==> src/rtl/pc_branch_unit_pkg.sv <==
// Shared definitions for the PC / branch-resolution stage: condition codes,
// PC FSM states and compare-flag bit positions.
package pc_branch_unit_pkg;

  typedef enum logic [2:0] {
    kBR_ALWAYS = 3'd0,
    kBR_EQ     = 3'd1,
    kBR_NE     = 3'd2,
    kBR_LT     = 3'd3,
    kBR_GT     = 3'd4,
    kBR_LE     = 3'd5,
    kBR_GE     = 3'd6,
    kBR_NEVER  = 3'd7
  } br_cond_t;

  typedef enum logic [1:0] {
    kPC_RUN,
    kPC_FLUSH,
    kPC_HALTED
  } pc_state_t;

  localparam int unsigned kFLAG_LT = 2;
  localparam int unsigned kFLAG_GT = 1;
  localparam int unsigned kFLAG_EQ = 0;

endpackage

==> src/rtl/pc_branch_unit_cond_eval.sv <==
// Combinational branch-condition evaluator; shared with the decoder's static
// predictor, so it must stay purely combinational.
module branch_cond_eval
  import pc_branch_unit_pkg::*;
(
  input  logic [2:0] flags_i,
  input  br_cond_t   cond_i,
  output logic       taken_o
);

  logic lt, gt, eq;

  assign lt = flags_i[kFLAG_LT];
  assign gt = flags_i[kFLAG_GT];
  assign eq = flags_i[kFLAG_EQ];

  always_comb begin
    taken_o = 1'b0;
    unique case (cond_i)
      kBR_ALWAYS: taken_o = 1'b1;
      kBR_EQ:     taken_o = eq;
      kBR_NE:     taken_o = !eq;
      kBR_LT:     taken_o = lt;
      kBR_GT:     taken_o = gt;
      kBR_LE:     taken_o = lt | eq;
      kBR_GE:     taken_o = gt | eq;
      kBR_NEVER:  taken_o = 1'b0;
      default:    taken_o = 1'b0;
    endcase
  end

endmodule

==> src/rtl/pc_branch_unit.sv <==
// Program counter, compare-flag register and branch resolution with RUN/FLUSH/HALTED FSM.
// Optional macro PANDA_FLAG_BYPASS_EN lets a same-cycle CMP feed the branch condition.
module pc_branch_unit
  import pc_branch_unit_pkg::*;
#(
  parameter int unsigned             PC_WIDTH     = 10,
  parameter int unsigned             OFFSET_WIDTH = 8,
  parameter logic [PC_WIDTH-1:0]     RESET_PC     = '0
) (
  input  logic                    clk,
  input  logic                    reset,
  input  logic                    stall,
  input  logic                    flag_we,
  input  logic                    LT,
  input  logic                    GT,
  input  logic                    EQ,
  input  logic                    branch_valid,
  input  logic [2:0]              branch_cond,
  input  logic                    jump_abs,
  input  logic [OFFSET_WIDTH-1:0] branch_offset,
  input  logic [PC_WIDTH-1:0]     jump_target,
  input  logic                    halt,
  output logic [PC_WIDTH-1:0]     pc,
  output logic [2:0]              flags,
  output logic                    flush,
  output logic                    halted
);

  pc_state_t             state_q, state_d;
  logic [PC_WIDTH-1:0]   pc_q, pc_d;
  logic [2:0]            flags_q, flags_d;
  logic                  flush_q, flush_d;
  logic                  halted_q, halted_d;

  logic [2:0]            alu_flags;
  logic [2:0]            eval_flags;
  logic                  cond_true;
  logic                  taken;
  logic [PC_WIDTH-1:0]   pc_inc;
  logic [PC_WIDTH-1:0]   rel_target;
  logic [PC_WIDTH-1:0]   target;

  assign alu_flags = {LT, GT, EQ};

`ifdef PANDA_FLAG_BYPASS_EN
  // Fused CMP+branch: the branch sees the flags being written this cycle.
  assign eval_flags = (flag_we && branch_valid) ? alu_flags : flags_q;
`else
  assign eval_flags = flags_q;
`endif

  branch_cond_eval u_cond_eval (
    .flags_i (eval_flags),
    .cond_i  (br_cond_t'(branch_cond)),
    .taken_o (cond_true)
  );

  assign taken      = branch_valid && cond_true;
  assign pc_inc     = pc_q + PC_WIDTH'(1);
  assign rel_target = pc_q + PC_WIDTH'($signed(branch_offset));
  assign target     = jump_abs ? jump_target : rel_target;

  always_ff @(posedge clk or posedge reset) begin
    if (reset) begin
      state_q <= kPC_RUN;
    end else if (!stall) begin
      state_q <= state_d;
    end
  end

  always_comb begin
    state_d = state_q;
    unique case (state_q)
      kPC_RUN: begin
        if (halt)       state_d = kPC_HALTED;
        else if (taken) state_d = kPC_FLUSH;
      end
      kPC_FLUSH:  state_d = kPC_RUN;
      kPC_HALTED: state_d = kPC_HALTED;
      default:    state_d = kPC_RUN;
    endcase
  end

  always_comb begin
    pc_d     = pc_q;
    flags_d  = flags_q;
    flush_d  = 1'b0;
    halted_d = 1'b0;
    unique case (state_q)
      kPC_RUN: begin
        if (flag_we) flags_d = alu_flags;
        if (halt) begin
          halted_d = 1'b1;
        end else if (taken) begin
          pc_d    = target;
          flush_d = 1'b1;
        end else begin
          pc_d = pc_inc;
        end
      end
      kPC_FLUSH: pc_d = pc_inc;
      kPC_HALTED: halted_d = 1'b1;
      default: ;
    endcase
  end

  always_ff @(posedge clk or posedge reset) begin
    if (reset) begin
      pc_q     <= RESET_PC;
      flags_q  <= '0;
      flush_q  <= 1'b0;
      halted_q <= 1'b0;
    end else if (!stall) begin
      pc_q     <= pc_d;
      flags_q  <= flags_d;
      flush_q  <= flush_d;
      halted_q <= halted_d;
    end
  end

  assign pc     = pc_q;
  assign flags  = flags_q;
  assign flush  = flush_q;
  assign halted = halted_q;

endmodule
==> config.mk <==
export PLATFORM = sky130hd
export DESIGN_NAME = pc_branch_unit
export DESIGN_NICKNAME = d
export VERILOG_FILES = /design/src/rtl/pc_branch_unit_pkg.sv /design/src/rtl/pc_branch_unit_cond_eval.sv /design/src/rtl/pc_branch_unit.sv
export SDC_FILE = /design/constraint.sdc
export NUM_CORES = 1
export LEC_CHECK = 0
export ABC_AREA = 1
export BUFFER_PORTS_ARGS = -buffer_cell sky130_fd_sc_hd__buf_2
export CORE_MARGIN = 8
export CORE_UTILIZATION = 52
export DETAILED_ROUTE_END_ITERATION = 6
export GPL_TIMING_DRIVEN = 1
export MAX_ROUTING_LAYER = met4
export PLACE_DENSITY = 0.92
export SYNTH_ARGS = -nofsm -noshare
export SYNTH_HDL_FRONTEND = slang
export SYNTH_HIERARCHICAL = 1
export SYNTH_SLANG_ARGS = --single-unit
==> constraint.sdc <==
create_clock -name clk -period 2 [get_ports clk]
set_input_delay 0.2 -clock clk [delete_from_list [all_inputs] [get_ports clk]]
set_output_delay 0.2 -clock clk [all_outputs]
set_load 0.005 [all_outputs]
==> impl_summary.txt, run 1 <==
----------------------------------------------------
[Status]
  Run status ... completed

[Detailed routing]
  TritonRoute pass-1 iters ... 4
  Via count of the routed design ... about 1.8k
  Remaining design rule violation count ... 0
  Iteration-0 DRC Markers ... just under 90
  Vias per cell ... ~5.4
  Antenna violation net count after detailed routing ... 0
  Total wire length after detailed routing ... 4290 um
  Post-detailed-route wirelength per cell ... between 10 and 15 um

[Logic synthesis]
  Avg Synthesized Cell Area ... approximately 6.7 um^2
  Cell type contributing the most total cell area after synthesis ... sky130_fd_sc_hd__dfrtp_1
  Register area share after synthesis ... approximately a quarter
  Synthesis-stage register bit count ... 17
  Area of the mapped netlist ... 1600 um^2
  Area contributors post-synth ... sky130_fd_sc_hd__dfrtp_1, sky130_fd_sc_hd__nand2_1, sky130_fd_sc_hd__ha_1
  Net count after synthesis ... 280
  Fraction of synthesized cell area taken by the top area cell type ... a little over a quarter
  Post-synth top flop ... sky130_fd_sc_hd__dfrtp_1
  Share of flip-flops with an asynchronous set or reset ... between 90% and 100%
  Most numerous cell in the Yosys netlist ... sky130_fd_sc_hd__nand2_1
  Cell count after synthesis ... approximately 240
  Count of cell types in the netlist ... 35
  Number of flops mapped to enable cells by yosys ... 0
  Warnings, synthesis ... 6
  Top post-synthesis cells by count ... sky130_fd_sc_hd__nand2_1, sky130_fd_sc_hd__inv_1, sky130_fd_sc_hd__nor2_1, sky130_fd_sc_hd__nand3_1

[Cells and area]
  FILL cells ... between 200 and 300
  Layout cells sized above 1 ... 25.5%
  Count of antenna diodes in the layout ... 0
  Final net count ... about 330
  Layout Cells excl Fill ... roughly 320
  Layout Area Growth over Synthesis ... 19.6%

[Clock tree]
  Num Clock Sinks ... 17
  Longest Clk Path Bufs ... 2
  Latest clock arrival within the worst-skew pair ... about 0.30 ns
  CTS H-tree lvls ... 1
  Setup bufs post-CTS ... 0
  Clock-pin slew on the worst setup and hold paths ... around 0.10 ns
  TritonCTS clock tree ... done
  Clk Tree Root Cell ... sky130_fd_sc_hd__clkbuf_4
  Inserted Clock Buffers ... 3

[Worst setup path]
  Sort of element at the start of the critical path ... flip-flop
  Worst EP required ... 2.20 ns
  Type of element capturing the critical path ... flip-flop
  Worst endpoint data arrival time ... between 2 and 2.5 ns
  Worst-path fanout max ... 3
  Worst setup path category ... flip-flop to flip-flop

[Timing]
  Max-Slew Margin vs Limit ... between 40% and 50%
  Post-route worst setup slack ... between 0.1 and 0.15 ns
  Achievable clock frequency ... 538 MHz
  Number of setup violations in the final report ... 0
  Final critical-path required period ... between 1.5 and 2 ns
  Transition time of the tightest slew-check pin ... approximately 0.8 ns
  Total negative slack ... 0 ns
  Unrepaired setup endpoints after global routing ... false
  Clock Skew ... ~0.0013 ns
  Final slew viol count ... 0
  Share of the clock period used by the worst path ... 92.9%
  Final Hold Violating Endpoints ... 0

[Power and ir drop]
  Static Leakage ... 0.00103 uW
  PD cells ... ~1100 nW/um^2
  Largest vdd supply drop ... approximately 0.67 mV

[Floorplanning]
  Initial Util ... 53.7%
  Core Rows ... 20
  Area of the core ... between 2000 and 3000 um^2
  # IOs ... 46
  Die ar. ... 5110 um^2
  Horizontal extent of the die ... around 70 um
  Die boundary height ... between 70 and 80 um

[Placement]
  Setup WS pre-CTS ... roughly 0.16 ns
  Total half-perimeter wirelength after legalization and detailed placement ... about 3600 um
  Count of buffers from port buffering ... 45
  Final GP Congestion ... a little over 0.9
  Number of placed instances with taps included ... 318

[Flow run]
  Reported max-cap violation count ... 0

[Global route]
  Number of global-route vias before repair ... about 1.8k
  Initial antenna violation count ... 0
  Wire length of the first global-routing pass ... 7470 um
  Grt met3 use ... between 2 and 3%
  GR Layer Usage met1 ... around 20%
  Maximum number of pins on one net before global-route repair ... 18
  Most Used Layer, Global Route ... met2
  Met2 demand-to-capacity share in global routing ... between 30% and 40%
  Aggregate global-route resource usage ... ~18%
  Total global routing overflow ... 0

[Min path]
  Hold Path Class ... input pin to flip-flop

----------------------------------------------------
==> routing by layer <==
metal	vias to the layer above	wire, um
met1	808	1840
met3	9	221
met4	0	54
li1	888	-
met2	54	2170
met5	-	0
==> cell usage in the layout (no fill, tap or decap), types with 2 or more instances in the layout <==
cell                       count
sky130_fd_sc_hd__mux2_2        3
sky130_fd_sc_hd__ha_1         10
sky130_fd_sc_hd__buf_4         5
sky130_fd_sc_hd__nand3b_1      4
sky130_fd_sc_hd__inv_2         2
sky130_fd_sc_hd__nand3_1      19
sky130_fd_sc_hd__a21oi_1      17
sky130_fd_sc_hd__dfrtp_1      17
sky130_fd_sc_hd__xor2_1        3
sky130_fd_sc_hd__nor3_1        2
sky130_fd_sc_hd__inv_1        25
sky130_fd_sc_hd__clkinv_1      2
sky130_fd_sc_hd__clkbuf_4      3
sky130_fd_sc_hd__o21ai_1       4
sky130_fd_sc_hd__nand2_1      69
sky130_fd_sc_hd__nor2_1       22
sky130_fd_sc_hd__nand4_1       5
sky130_fd_sc_hd__o211ai_1      2
sky130_fd_sc_hd__buf_2        45
sky130_fd_sc_hd__o21ai_0       9
sky130_fd_sc_hd__nor3_2        3
sky130_fd_sc_hd__nand2_2       3
==> flip-flops by register name (all words and copies together) (netlist names) <==
| name | cells |
|---|---|
| pc | 10 |
| flags | 3 |
| state_q | 2 |
| flush | 1 |
| halted | 1 |
==> critical path, stage by stage (launching register included) <==
cell and delay [ns]:
sky130_fd_sc_hd__dfrtp_1 0.41, sky130_fd_sc_hd__ha_1 0.23, sky130_fd_sc_hd__fa_1 0.39, sky130_fd_sc_hd__nand2_1 0.13, sky130_fd_sc_hd__nand2_2 0.08, sky130_fd_sc_hd__and2_4 0.14
sky130_fd_sc_hd__nand2_2 0.05, sky130_fd_sc_hd__nand3_1 0.07, sky130_fd_sc_hd__nand3_1 0.09, sky130_fd_sc_hd__nand2_1 0.06, sky130_fd_sc_hd__nand2_1 0.06, sky130_fd_sc_hd__nand2_1 0.05
==> report_power, final <==
group	total (uW)	leakage [uW]	switching [uW]	internal, uW
clock	192	0.0000150	114	77.9
combinational	1370	0.000808	781	589
sequential	592	0.000211	134	458
==> per-stage QoR <==
step           hold slack [ns]  utilization (%)  cell area, um^2  total power (uW)
2_1_floorplan            0.126                -             1600              1520
3_3_place_gp             0.325             62.9             1870              1900
3_5_place_dp             0.322             62.9             1870              1960
4_1_cts                  0.129             64.1             1910              2150
5_1_grt                  0.122             64.2             1910              2350
6_report                 0.127             64.2             1910              2150
==> worst paths after layout <==
check	start	end	slack (ns)	depth (start not counted)
max	pc[0]	pc[8]	0.14	11
min	EQ	flags[0]	0.13	2
max reg2reg	pc[0]	pc[8]	0.14	11
min reg2reg	halted	halted	0.49	2
max in group asynchronous	reset	state_q[1]	1.06	3
min in group asynchronous	reset	flags[2]	0.52	3
==> kinds of logic (layout without fill, tap and decap cells) <==
logic type | Yosys count | after routing | share of synthesized area (%)
AOI/OAI and AO/OA | 38 | 38 | 13.7
xor gates and xnor gates | 4 | 4 | 2.19
adders and majority gates | 11 | 11 | 9.08
buffers and inverters | 33 | 85 | 8.92
DFF | 17 | 17 | 26.6
muxes | 3 | 3 | 2.11
and+or+nand+nor | 132 | 132 | 37.4
==> repair_timing <==
item | in CTS | in global routing
hold buffers | 1 | 0
gates resized for setup | 0 | 2
setup endpoints to repair | 0 | 1
endpoints found under the hold margin | 8 | 0
==> final cells by class <==
cell class,count,area [um^2],area share [%]
multi-input cells,188,1030,53.9
repair buffers,51,273,14.3
flip-flops and latches,17,425,22.3
inverters,30,115,6.02
clock buffers,4,26.3,1.37
well taps,33,41.3,2.16
Note: power is estimated with default switching activity, not from simulation.
==> run 2: changes to the inputs <==
==> constraint.sdc (replaced) <==
create_clock -name clk -period 2 [get_ports clk]
set_input_delay 0.4 -clock clk [delete_from_list [all_inputs] [get_ports clk]]
set_output_delay 0.4 -clock clk [all_outputs]
set_load 0.005 [all_outputs]
==> run 2 against run 1 <==
Flip-flop and latch count unchanged. Wire length down 1.2%. Clock skew about the same. Cell area down 0.26%. Die area unchanged. Non-clock buffer count unchanged. Sequential power about the same. Maximum frequency up 0.18%. Cell count unchanged. Critical path depth unchanged. Clock-buffer cell count unchanged. Clock power down 3%. Largest cell class unchanged. Largest power group unchanged.
==> impl_summary.txt, run 2 (synthesized netlist as in run 1, its figures left out) <==
----------------------------------------------------
[Power and ir drop]
  Internal Power ... 1130 uW (about the same)
  Clock network fraction of design power ... 8.7% (-0.2 points)
  Flop pwr share ... 27.6% (about the same)
  Static Leakage ... 0.00103 uW (about the same)
  Combinational power share ... 63.7% (about the same)
  Switching portion of total power ... 47.5% (-0.27 points)
  Largest vdd supply drop ... 0.513 mV (-24%)
  PD cells ... 1130 nW/um^2 (-0.18%)
  P_sw ... 1020 uW (-1.0%)

[Cells and area]
  Register Area ... 425 um^2 (unchanged)
  Count of antenna diodes in the layout ... 0 (unchanged)
  Layout cells sized above 1 ... 25.9% (+0.34 points)
  Top library cells by usage in the layout, fill and taps aside ... sky130_fd_sc_hd__nand2_1, sky130_fd_sc_hd__buf_2, sky130_fd_sc_hd__inv_1
  Core utilization of the finished layout ... 64.0% (-0.17 points)
  Most common cell after layout, fill and taps aside ... sky130_fd_sc_hd__nand2_1
  Final net count ... 333 (unchanged)
  FILL cells ... 272 (+1.9%)
  Layout Area Growth over Synthesis ... 19.2%
  Area occupied by multi-input gates ... 1030 um^2 (unchanged)
  Largest register FFs ... 10 (unchanged)

[Timing]
  Max-Slew Margin vs Limit ... 46.5% (+0.36 points)
  Achievable clock frequency ... 539 MHz (+0.18%)
  Transition time of the tightest slew-check pin ... 0.797 ns (-0.00544 ns)
  Total negative slack ... 0 ns (unchanged)
  Share of the clock period used by the worst path ... 92.8% (-0.16 points)
  Final Hold Violating Endpoints ... 0 (unchanged)
  Clock Skew ... 0.00162 ns (+0.000279 ns)
  Final slew viol count ... 0 (unchanged)
  Unrepaired setup endpoints after global routing ... false
  Number of setup violations in the final report ... 0 (unchanged)
  Final critical-path required period ... 1.86 ns (-0.00325 ns)

[Worst setup path]
  Type of element capturing the critical path ... flip-flop
  Worst EP required ... 2.19 ns (about the same)
  Worst reg2reg setup slack ... 0.14 ns (about the same)
  Cell Chain, Critical Path ... ha_1 -> fa_1 -> nand2_1 -> nand2_2 -> and2_4 -> nand2_2 -> nand3_1 -> nand3_1 -> nand2_1 -> nand2_1 -> nand2_1
  Worst endpoint data arrival time ... 2.04 ns (-0.02 ns)
  Worst setup path category ... flip-flop to flip-flop
  Sort of element at the start of the critical path ... flip-flop
  Slowest-stage cell, CP ... sky130_fd_sc_hd__fa_1
  Delay of the slowest cell on the worst path ... 0.41 ns (about the same)
  Worst-path fanout max ... 3 (unchanged)
  Cell mode on critical path ... sky130_fd_sc_hd__nand2_1

[Global route]
  Number of global-route vias before repair ... 1,710 (-6.6%)
  Aggregate global-route resource usage ... 17.5% (-0.46 points)
  Total global routing overflow ... 0 (unchanged)
  Initial antenna violation count ... 0 (unchanged)
  Maximum number of pins on one net before global-route repair ... 18 (unchanged)
  Wire length of the first global-routing pass ... 7160 um (-4.2%)

[Detailed routing]
  Total wire length after detailed routing ... 4240 um (-1.2%)
  Antenna violation net count after detailed routing ... 0 (unchanged)
  Vias per cell ... 5.45 (about the same)
  TritonRoute pass-1 iters ... 4 (unchanged)
  Remaining design rule violation count ... 0 (unchanged)
  Via count of the routed design ... 1,760 (+0.057%)
  Post-detailed-route wirelength per cell ... 13.1 um (-1.2%)
  Iteration-0 DRC Markers ... 103 (+17%)

[Clock tree]
  CTS H-tree lvls ... 1 (unchanged)
  Inserted Clock Buffers ... 3 (unchanged)
  CTS Hold Buffers Added ... 0 (-1)
  Latest clock arrival within the worst-skew pair ... 0.29 ns (about the same)
  Quantity of gates resized following cts ... 0 (unchanged)
  TritonCTS clock tree ... done
  Num Clock Sinks ... 17 (unchanged)
  Longest Clk Path Bufs ... 2 (unchanged)
  Clk Tree Root Cell ... sky130_fd_sc_hd__clkbuf_4
  Setup bufs post-CTS ... 0 (unchanged)
  Clock-pin slew on the worst setup and hold paths ... 0.10 ns (about the same)

[Floorplanning]
  Area of the core ... 2980 um^2 (unchanged)
  Die ar. ... 5110 um^2 (unchanged)
  Horizontal extent of the die ... 71.5 um (unchanged)
  Core Rows ... 20 (unchanged)
  Initial Util ... 53.7% (unchanged)
  # IOs ... 46 (unchanged)
  Die boundary height ... 71.5 um (unchanged)

[Placement]
  Final GP Congestion ... 0.932 (+1.3%)
  Total half-perimeter wirelength after legalization and detailed placement ... 3490 um (-2.1%)
  Count of buffers from port buffering ... 45 (unchanged)

[Status]
  Run status ... completed

[Flow run]
  Reported max-cap violation count ... 0 (unchanged)

[Min path]
  Hold Path Class ... input pin to asynchronous set/reset pin

----------------------------------------------------
[run 2: cell count changes in the layout (fill, tap and decap cells not counted), sizes merged]
cell / before / now
buf: 50 / 51
dlygate4sd3: 1 / 0
[run 2: layout make-up]
class,instances,area share [%]
inverter,30,5.91
timing repair buffer,51,14.2
clock buffer,4,1.38
tap,33,2.17
multi-input combinational,188,54.1
sequential,17,22.3
[run 2: worst paths after layout]
| kind | cells after the start | from | to |
|---|---|---|---|
| min | 2 | reset | pc[9] |
| min reg2reg | 2 | flush | flush |
| min in group clk | 2 | LT | flags[2] |
| max in group asynchronous | 2 | reset | flags[2] |
| max | 11 | pc[0] | pc[8] |
| max reg2reg | 11 | pc[0] | pc[8] |
[run 2: layer usage]
layer  up-vias  part of all wire [%]  track usage, %  wire length, um
li1        886                     -               -                -
met1       827                    43            19.8             1830
met2        41                    50            30.0             2120
met3         6                   5.8            3.77              245
met4         0                   1.0            6.12               44
met5         -                     0               -                0
[run 2: stage by stage]
step / std cells / worst slack (ns) / instance area (um^2) / hold slack, ns / power (uW)
2_1_floorplan: 238 / 0.196 / 1600 / 0.326 / 1520
3_3_place_gp: 319 / 0.0960 / 1880 / 0.465 / 1900
3_5_place_dp: 319 / 0.0323 / 1880 / 0.462 / 1950
4_1_cts: 323 / 0.155 / 1910 / 0.199 / 2150
5_1_grt: 323 / 0.00270 / 1910 / 0.247 / 2350
6_report: 323 / 0.144 / 1910 / 0.183 / 2150
[run 2: worst max-delay path, delay by kind of cell, from the launching register on]
| kind | cells | cell delay [ns] |
|---|---|---|
| DFF | 1 | 0.40 |
| adders and majority gates | 2 | 0.64 |
| and+or+nand+nor | 9 | 0.73 |
[run 2: power by group through the flow]
stage	combinational, uW	sequential (uW)	clock (uW)
finish	1370	592	186
global route	1540	610	200
CTS	1360	590	191
detailed placement	1360	597	0
global placement	1310	592	0
floorplan	897	620	0
